File: config.mk
export PLATFORM = sky130hd
export DESIGN_NAME = fetch_stage
export DESIGN_NICKNAME = d
export VERILOG_FILES = /design/src/rtl/fetch_pkg.sv /design/src/rtl/pc_reg.sv /design/src/rtl/fetch_stage.sv
export SDC_FILE = /design/constraint.sdc
export NUM_CORES = 1
export LEC_CHECK = 0
export CAP_MARGIN = 40
export CORE_ASPECT_RATIO = 0.75
export CORE_MARGIN = 2
export CORE_UTILIZATION = 48
export CTS_BUF_LIST = sky130_fd_sc_hd__clkbuf_2
export CTS_CLUSTER_DIAMETER = 120
export CTS_CLUSTER_SIZE = 40
export DETAILED_ROUTE_END_ITERATION = 7
export PLACE_DENSITY = 0.83
export SKIP_LAST_GASP = 1
export SLEW_MARGIN = 20
export SYNTH_ARGS = -nofsm -noshare
export SYNTH_HDL_FRONTEND = slang
export SYNTH_SLANG_ARGS = --single-unit
File: constraint.sdc
create_clock -name clk -period 6.8 [get_ports clk]
set_clock_uncertainty 0.1 [all_clocks]
set_input_delay 2.04 -clock clk [delete_from_list [all_inputs] [get_ports clk]]
set_output_delay 2.04 -clock clk [all_outputs]
set_load 0.01 [all_outputs]
File: src/rtl/fetch_pkg.sv
// Shared types and constants for the instruction fetch stage.
package fetch_pkg;

    typedef enum logic [1:0] {
        StIdle,
        StReq,
        StWait,
        StHold
    } fetch_state_e;

    localparam logic [31:0] NOP_INSTR        = 32'h0000_0013;
    localparam logic [31:0] DEFAULT_RESET_PC = 32'h0000_0000;

endpackage

File: src/rtl/pc_reg.sv
// Fetch program counter: loadable register, async reset to the boot address.
module pc_reg
    import fetch_pkg::*;
#(
    parameter int unsigned      XLEN     = 32,
    parameter logic [XLEN-1:0]  RESET_PC = XLEN'(DEFAULT_RESET_PC)
) (
    input  logic            clk,
    input  logic            rst,
    input  logic            load_i,
    input  logic [XLEN-1:0] pc_i,
    output logic [XLEN-1:0] pc_o
);

    logic [XLEN-1:0] pc_q;

    always_ff @(posedge clk or posedge rst) begin
        if (rst) begin
            pc_q <= RESET_PC;
        end else if (load_i) begin
            pc_q <= pc_i;
        end
    end

    assign pc_o = pc_q;

endmodule

File: src/rtl/fetch_stage.sv
// Instruction fetch stage: single outstanding imem request, one-entry holding register.
// Optional performance counters are enabled by defining FETCH_PERF_EN.
module fetch_stage
    import fetch_pkg::*;
#(
    parameter int unsigned      XLEN     = 32,
    parameter logic [XLEN-1:0]  RESET_PC = XLEN'(DEFAULT_RESET_PC)
) (
    input  logic            clk,
    input  logic            rst,
    output logic            imem_req_valid,
    input  logic            imem_req_ready,
    output logic [XLEN-1:0] imem_req_addr,
    input  logic            imem_rsp_valid,
    input  logic [31:0]     imem_rsp_data,
    input  logic            stall_i,
    input  logic            redirect_i,
    input  logic [XLEN-1:0] redirect_pc_i,
    output logic            ifid_we,
    output logic            ifid_empty,
    output logic [XLEN-1:0] if_pc,
    output logic [XLEN-1:0] if_pc4,
`ifdef FETCH_PERF_EN
    output logic [31:0]     perf_fetch_cnt,
    output logic [31:0]     perf_stall_cnt,
`endif
    output logic [31:0]     if_instr
);

    fetch_state_e    state_q, state_d;
    logic            kill_q, kill_d;
    logic            hold_valid_q, hold_valid_d;
    logic [XLEN-1:0] hold_pc_q;
    logic [31:0]     hold_instr_q;
    logic [XLEN-1:0] inflight_pc_q;

    logic [XLEN-1:0] fetch_pc, fetch_pc_next;
    logic            pc_load, accept, capture, hold_busy;

    assign ifid_we    = !stall_i || redirect_i;
    assign ifid_empty = redirect_i || !hold_valid_q;

    // Only issue when the holding register is free by the end of this cycle, so a
    // response can always be captured without overwriting an unconsumed instruction.
    assign hold_busy      = hold_valid_q && !ifid_we;
    assign imem_req_valid = (state_q == StReq) && !hold_busy;
    assign imem_req_addr  = fetch_pc;
    assign accept         = imem_req_valid && imem_req_ready;
    assign capture        = (state_q == StWait) && imem_rsp_valid && !kill_q && !redirect_i;

    assign pc_load       = redirect_i || accept;
    assign fetch_pc_next = redirect_i ? (redirect_pc_i & ~XLEN'(3)) : fetch_pc + XLEN'(4);

    pc_reg #(
        .XLEN     (XLEN),
        .RESET_PC (RESET_PC)
    ) u_pc_reg (
        .clk    (clk),
        .rst    (rst),
        .load_i (pc_load),
        .pc_i   (fetch_pc_next),
        .pc_o   (fetch_pc)
    );

    always_comb begin
        state_d = state_q;
        kill_d  = kill_q;
        if (redirect_i) begin
            hold_valid_d = 1'b0;
        end else if (capture) begin
            hold_valid_d = 1'b1;
        end else if (ifid_we) begin
            hold_valid_d = 1'b0;
        end else begin
            hold_valid_d = hold_valid_q;
        end

        case (state_q)
            StIdle: state_d = StReq;
            StReq: begin
                if (accept) begin
                    state_d = StWait;
                    kill_d  = redirect_i;
                end
            end
            StWait: begin
                if (imem_rsp_valid) begin
                    kill_d  = 1'b0;
                    state_d = (capture && stall_i) ? StHold : StReq;
                end else if (redirect_i) begin
                    kill_d = 1'b1;
                end
            end
            StHold: begin
                if (ifid_we) begin
                    state_d = StReq;
                end
            end
            default: state_d = StIdle;
        endcase
    end

    always_ff @(posedge clk or posedge rst) begin
        if (rst) begin
            state_q       <= StIdle;
            kill_q        <= 1'b0;
            hold_valid_q  <= 1'b0;
            hold_pc_q     <= RESET_PC;
            hold_instr_q  <= NOP_INSTR;
            inflight_pc_q <= RESET_PC;
        end else begin
            state_q      <= state_d;
            kill_q       <= kill_d;
            hold_valid_q <= hold_valid_d;
            if (accept) begin
                inflight_pc_q <= fetch_pc;
            end
            if (capture) begin
                hold_pc_q    <= inflight_pc_q;
                hold_instr_q <= imem_rsp_data;
            end
        end
    end

    assign if_pc    = hold_pc_q;
    assign if_pc4   = hold_pc_q + XLEN'(4);
    assign if_instr = hold_instr_q;

`ifdef FETCH_PERF_EN
    logic [31:0] perf_fetch_q, perf_stall_q;

    always_ff @(posedge clk or posedge rst) begin
        if (rst) begin
            perf_fetch_q <= 32'd0;
            perf_stall_q <= 32'd0;
        end else begin
            if (ifid_we && !ifid_empty) begin
                perf_fetch_q <= perf_fetch_q + 32'd1;
            end
            if (stall_i && hold_valid_q) begin
                perf_stall_q <= perf_stall_q + 32'd1;
            end
        end
    end

    assign perf_fetch_cnt = perf_fetch_q;
    assign perf_stall_cnt = perf_stall_q;
`endif

endmodule

==> impl_results.md, run 1 <==
- First-pass GRT wire length: 27.47 mm
- Largest net degree at the start of global routing: 49
- Reg-to-Reg Start: state_q[1]$_DFFE_PP0P_
- Initial antenna violation count: 0
- FP Rows: 35
- Slowest Stage Delay on Critical Path: 0.55 ns
- Final net count: 881
- Vias: 5,452
- ANT cells: 0
- Commonest non-fill, non-tap cell in the layout: clkdlybuf4s50_1
- Fmax: 0.1709 GHz
- Core box area: 0.01244 mm2
- Share of cells above drive strength 1: 13.31%
- Worst Tran Pin Value: 0.6236 ns
- Vias in the first global route: 5,232
- Setup crit end: ifid_we
- GRT Total Usage: 25.51%
- Synth warn: 0
- Worst vdd rail ir drop: 182.1 uV
- Antenna Nets Post-Route: 0
- Die width: 135.4 um
- Remaining DRCs: 0
- Clk_lat worst skew: 0.68 ns
- Mean Syn Cell Area: 10.05 um2
- Post-route setup TNS: 0 ns
- Cells after synthesis: 618
- Power Density: 349.5 mW/mm2
- Leakage: 3.575 nW
- NetSw: 1.087 mW
- Critical Path RT: 4.66 ns
- EDFF count, synth: 0
- Routed WL: 17.36 mm
- GPL Wtd Cong: 0.8795
- Vias per cell: 5.535
- Sequential element share of the synthesized area: 50.81%
- Critical path depth: 5
- Post-CTS Setup Inserts: 0
- Sequential fraction of design power: 43.2%
- Die area: 0.01388 mm2
- Fin crit share: 86.05%
- Overflow after GRT: 0
- Post-CTS Resized: 0
- Top cells by area, synth: dfrtp_1, mux2_2, nand2_1
- Asr flop ratio synth: 100.0%
- CTS tree: yes
- Starting Density: 49.96%
- Crit-path cells: clkdlybuf4s50_1 > buf_4 > clkinv_1 > nand2_1 > clkdlybuf4s50_1
- Worst slew margin: 58.11%
- Area Overhead vs Synth: 37.15%
- Htree depth: 4
- Setup CP Type: in2out
- Cell mode on critical path: clkdlybuf4s50_1
- Total chip power: 2.978 mW
- Crit path time final: 5.851 ns
- Commonest cells after routing, fill and taps aside: clkdlybuf4s50_1, nand2_1, dfrtp_1
- Final Hold Violating Endpoints: 0
- Area leader, netlist: dfrtp_1
- Cells after DPL: 953
- CP Capture Type: output port
- Nature of the critical path startpoint: input pin
- Final setup fails: 0
- Clk pwr share: 14.6%
- Worst EP arrival: 3.71 ns
- Post-DP HPWL: 12.77 mm
- Non-filler instance count after layout: 985
- Critical Path Fanout Max: 39
- DP Worst Slack: 0.9644 ns
- Combinational group share of total power: 42.1%
- Die Ht: 102.5 um
- Setup crit start: redirect_i
- Switching Fraction: 36.49%
- PnR worst setup slack: 0.9485 ns
- Cell family with most CP delay: buffers and inverters
- Int Pwr: 1.891 mW
- Total CTS buffers: 17
- Flops & latches, synth: 126
- Top FF cell, synth: dfrtp_1
- RSZ-0062 raised after global routing: no
- Worst Path Buf+Inv: 4
- Number of library cell types mapped by synthesis: 54
- Max Slew Vio Count: 0
- Fillers: 985
- # Max-Cap Violations: 0
- Hold Buf Count CTS: 0
- CP max stage cell: clkdlybuf4s50_1
- Clk sinks: 126
- Outcome: completed
- Clock Path Buffers: 2
- Hold Crit Class: reg2reg
- IO buf count: 192
- CTS root buf: clkbuf_2
- Worst hold slack: 0.4007 ns
- Synth top area share: 49.54%
- First drt pass iteration count: 5
- First DRT Iteration DRCs: 315
- Clk slew on worst S/H paths: 0.20 ns
- R2R setup slack: 4.25 ns
- RR Endpoint: u_pc_reg.pc_o[21]$_DFFE_PP0P_
- Drt wl/cell: 17.63 um
- Reg2reg path depth: 6
- Netlist Area Pre-Place: 0.006213 mm2
- Boundary Pins: 201
==> kinds of logic after synthesis <==
logic type / count (synthesis) / share of synthesized area, %
adders and majority gates: 5 / 1.007
buffers and inverters: 51 / 3.685
and+or+nand+nor: 269 / 21.55
muxes: 58 / 10.49
other: 1 / 0.06035
AOI/OAI and AO/OA: 72 / 7.330
xor gates and xnor gates: 36 / 5.074
DFF: 126 / 50.81
==> synth_stat cells, drive strengths merged (13+ instances only) <==
library cell  instances
a31oi                15
buf                  15
clkbuf               21
dfrtp               123
inv                  14
mux2                 57
nand2               126
nand3                24
nand4                20
nor2                 26
nor3                 13
o21ai                27
or4                  18
xnor2                18
xor2                 18
==> layout make-up <==
type,count,area (um2),share of cell area (%)
Sequential cell,126,3157,37.04
Multi-Input combinational cell,446,2856,33.52
Timing Repair Buffer,200,2022,23.73
Tap cell,166,207.7,2.437
Clock inverter,15,135.1,1.586
Clock buffer,17,85.08,0.9984
Inverter,15,58.81,0.6901
==> power groups by stage <==
stage / clock [mW] / combinational [mW] / sequential, mW
final: 0.436 / 1.25 / 1.29
after global routing: 0.483 / 1.36 / 1.33
after CTS: 0.448 / 1.27 / 1.28
after detailed placement: 0 / 1.26 / 1.30
after global placement: 0 / 1.22 / 1.27
after floorplan: 0 / 0.510 / 1.31
==> how the worst min path moves through the flow <==
stage / from / end / slack [ns] / depth (start not counted)
floorplan: inflight_pc_q[31]$_DFFE_PP0P_ / inflight_pc_q[31]$_DFFE_PP0P_ / 0.34 / 2
global placement: inflight_pc_q[29]$_DFFE_PP0P_ / inflight_pc_q[29]$_DFFE_PP0P_ / 0.35 / 2
detailed placement: inflight_pc_q[8]$_DFFE_PP0P_ / inflight_pc_q[8]$_DFFE_PP0P_ / 0.36 / 2
CTS: inflight_pc_q[8]$_DFFE_PP0P_ / inflight_pc_q[8]$_DFFE_PP0P_ / 0.40 / 2
global route: inflight_pc_q[24]$_DFFE_PP0P_ / inflight_pc_q[24]$_DFFE_PP0P_ / 0.43 / 2
finish: inflight_pc_q[28]$_DFFE_PP0P_ / inflight_pc_q[28]$_DFFE_PP0P_ / 0.40 / 2
==> flip-flops by register name, summed over array words and instances, names as in the netlist <==
signal         count
if_instr          32
u_pc_reg.pc_o     30
inflight_pc_q     30
hold_valid_q       1
state_q            2
kill_q             1
if_pc             30
==> through the flow <==
stage / utilization (%) / cell area, um2
after floorplan: - / 6232
after global placement: 66.31 / 8247
after detailed placement: 66.75 / 8302
after CTS: 68.52 / 8522
after global routing: 68.52 / 8522
final: 68.52 / 8522
==> layer usage <==
metal  vias to the layer above  routed length (um)  GRT usage [%]  part of all wire (%)
met1                      2656                8025          36.60                    46
met3                        16                1178          6.244                   6.8
met2                       209                7938          39.48                    46
li1                       2571                   -              -                     -
met5                         -                   0              0                     0
met4                         0                 221          6.571                   1.3
==> worst reg2reg max path, delay by kind of cell (launching register included) <==
kind,cells,cell delay (ns)
fa+ha+maj,1,0.35
flops,1,0.47
compound gates,1,0.18
buf+inv,1,0.08
simple gates,3,1.33
Note: power is estimated with default switching activity, not from simulation.
==> run 2: changes to the inputs <==
- CORE_ASPECT_RATIO: 0.75 -> 1.1
- HOLD_SLACK_MARGIN: not set -> 0.12
==> impl_results.md, run 2 (synthesis results as in run 1) <==
- Outcome: completed
- Final net count: 881 (unchanged)
- IO buf count: 192 (unchanged)
- Fin util: 67.31% (-1.2 points)
- Clk_lat worst skew: 0.69 ns (about the same)
- Die area: 0.01387 mm2 (about the same)
- Commonest non-fill, non-tap cell in the layout: clkdlybuf4s50_1
- Post-route setup TNS: 0 ns (unchanged)
- GPL Wtd Cong: 0.8598 (-2.2%)
- Htree depth: 4 (unchanged)
- Worst vdd rail ir drop: 184.8 uV (+1.5%)
- Post-CTS Setup Inserts: 0 (unchanged)
- Fillers: 973 (-1.2%)
- Crit path time final: 5.796 ns (-0.05549 ns)
- Worst Tran Pin Value: 0.7052 ns (+0.08156 ns)
- Overflow after GRT: 0 (unchanged)
- Crit-path cells: clkdlybuf4s50_1 > buf_4 > clkinv_1 > nand2_1 > clkdlybuf4s50_1
- Slowest Stage Delay on Critical Path: 0.53 ns (-0.02 ns)
- Critical Path Fanout Max: 39 (unchanged)
- Cell family with most CP delay: buffers and inverters
- First DRT Iteration DRCs: 437 (+39%)
- CTS tree: yes
- R2R setup slack: 4.19 ns (-0.06 ns)
- Remaining DRCs: 0 (unchanged)
- Setup CP Type: in2out
- Power Density: 349.3 mW/mm2 (about the same)
- Post-DP HPWL: 12.69 mm (-0.62%)
- Worst EP arrival: 3.66 ns (-0.05 ns)
- Initial antenna violation count: 0 (unchanged)
- Hold Buf Count CTS: 0 (unchanged)
- Worst hold slack: 0.3992 ns (-0.001524 ns)
- CTS root buf: clkbuf_2
- Fin crit share: 85.24% (-0.82 points)
- Vias per cell: 5.731 (+3.5%)
- Leakage: 3.573 nW (about the same)
- Final setup fails: 0 (unchanged)
- Reg2reg path depth: 6 (unchanged)
- Clock Path Buffers: 2 (unchanged)
- Routed WL: 16.93 mm (-2.5%)
- Critical Path RT: 4.66 ns (about the same)
- Setup crit start: redirect_i
- Multi-input logic area: 0.002856 mm2 (unchanged)
- Post-CTS Resized: 0 (unchanged)
- GRT Total Usage: 23.87% (-1.6 points)
- RR Endpoint: u_pc_reg.pc_o[22]$_DFFE_PP0P_
- Worst slew margin: 52.63% (-5.5 points)
- Setup crit end: ifid_we
- Clk sinks: 126 (unchanged)
- Max Slew Vio Count: 0 (unchanged)
- Antenna Nets Post-Route: 0 (unchanged)
- First drt pass iteration count: 7 (+2)
- Cell mode on critical path: clkdlybuf4s50_1
- Drt wl/cell: 17.35 um (-1.6%)
- First-pass GRT wire length: 26.45 mm (-3.7%)
- Nature of the critical path startpoint: input pin
- CP Capture Type: output port
- ANT cells: 0 (unchanged)
- Critical path depth: 5 (unchanged)
- Worst Path Buf+Inv: 4 (unchanged)
- Largest net degree at the start of global routing: 62 (+27%)
- Starting Density: 49.14% (-0.82 points)
- Boundary Pins: 201 (unchanged)
- Register area: 0.003157 mm2 (unchanged)
- Die Ht: 123.3 um (+20%)
- Die width: 112.5 um (-17%)
- Max reg flops: 32 (unchanged)
- Clk slew on worst S/H paths: 0.16 ns (-0.04 ns)
- Total CTS buffers: 17 (unchanged)
- Area Overhead vs Synth: 36.97%
- Hold Crit Class: reg2reg
- Share of cells above drive strength 1: 13.06% (-0.24 points)
- Core box area: 0.01264 mm2 (+1.7%)
- FP Rows: 43 (+23%)
- # Max-Cap Violations: 0 (unchanged)
- RSZ-0062 raised after global routing: no
- PnR worst setup slack: 1.004 ns (+0.05549 ns)
- Commonest cells after routing, fill and taps aside: clkdlybuf4s50_1, nand2_1, dfrtp_1
- Reg-to-Reg Start: state_q[1]$_DFFE_PP0P_
- Fmax: 0.1725 GHz (+0.96%)
- Vias in the first global route: 5,239 (+0.13%)
- Final Hold Violating Endpoints: 0 (unchanged)
- CP max stage cell: clkdlybuf4s50_1
- Vias: 5,593 (+2.6%)
- DP Worst Slack: 1.011 ns (+0.04643 ns)
-- run 2: cell types whose count changed in the layout (fill, tap and decap cells not counted), sizes merged --
cell / change
clkinvlp: +1
clkinv: +1
inv: -5
clkbuf: +2
bufinv: +1
-- run 2: how the worst min path moves through the flow --
stage	startpoint	slack [ns]	cells past startpoint	to
after floorplan	inflight_pc_q[31]$_DFFE_PP0P_	0.34	2	inflight_pc_q[31]$_DFFE_PP0P_
after global placement	inflight_pc_q[7]$_DFFE_PP0P_	0.36	2	inflight_pc_q[7]$_DFFE_PP0P_
after detailed placement	inflight_pc_q[27]$_DFFE_PP0P_	0.37	2	inflight_pc_q[27]$_DFFE_PP0P_
after CTS	inflight_pc_q[3]$_DFFE_PP0P_	0.40	2	inflight_pc_q[3]$_DFFE_PP0P_
after global routing	inflight_pc_q[3]$_DFFE_PP0P_	0.43	2	inflight_pc_q[3]$_DFFE_PP0P_
final	inflight_pc_q[29]$_DFFE_PP0P_	0.40	2	inflight_pc_q[29]$_DFFE_PP0P_
-- run 2: power breakdown --
part | leakage, nW | total (mW) | switching, mW | internal, mW
clock | 0.128 | 0.438 | 0.273 | 0.165
combinational | 1.90 | 1.26 | 0.531 | 0.729
sequential | 1.54 | 1.27 | 0.248 | 1.03
-- run 2: final cells by class --
class                           count  share of cell area [%]
Clock buffer                       19                   1.117
Clock inverter                     13                   1.470
Inverter                           15                  0.6910
Multi-Input combinational cell    446                   33.56
Sequential cell                   126                   37.09
Tap cell                          157                   2.308
Timing Repair Buffer              200                   23.76
-- run 2: per-stage QoR --
stage / total power [mW] / instances / area [um2]
6_report: 2.973 / 976 / 8511
5_1_grt: 3.155 / 976 / 8511
4_1_cts: 2.989 / 975 / 8483
3_5_place_dp: 2.558 / 943 / 8263
3_3_place_gp: 2.495 / 942 / 8235
2_1_floorplan: 1.822 / 623 / 6232
-- run 2: worst min-delay path, delay by kind of cell, from the launching register on --
family / cells / cell delay, ns
flops: 1 / 0.37
simple gates: 2 / 0.10
-- run 2: layer usage --
| layer | global-route usage (%) | vias to the layer above | wire length, um |
|---|---|---|---|
| met5 | 0 | - | 0 |
| li1 | - | 2575 | - |
| met3 | 4.216 | 46 | 951 |
| met4 | 10.75 | 0 | 456 |
| met2 | 39.46 | 239 | 8696 |
| met1 | 31.05 | 2733 | 6826 |
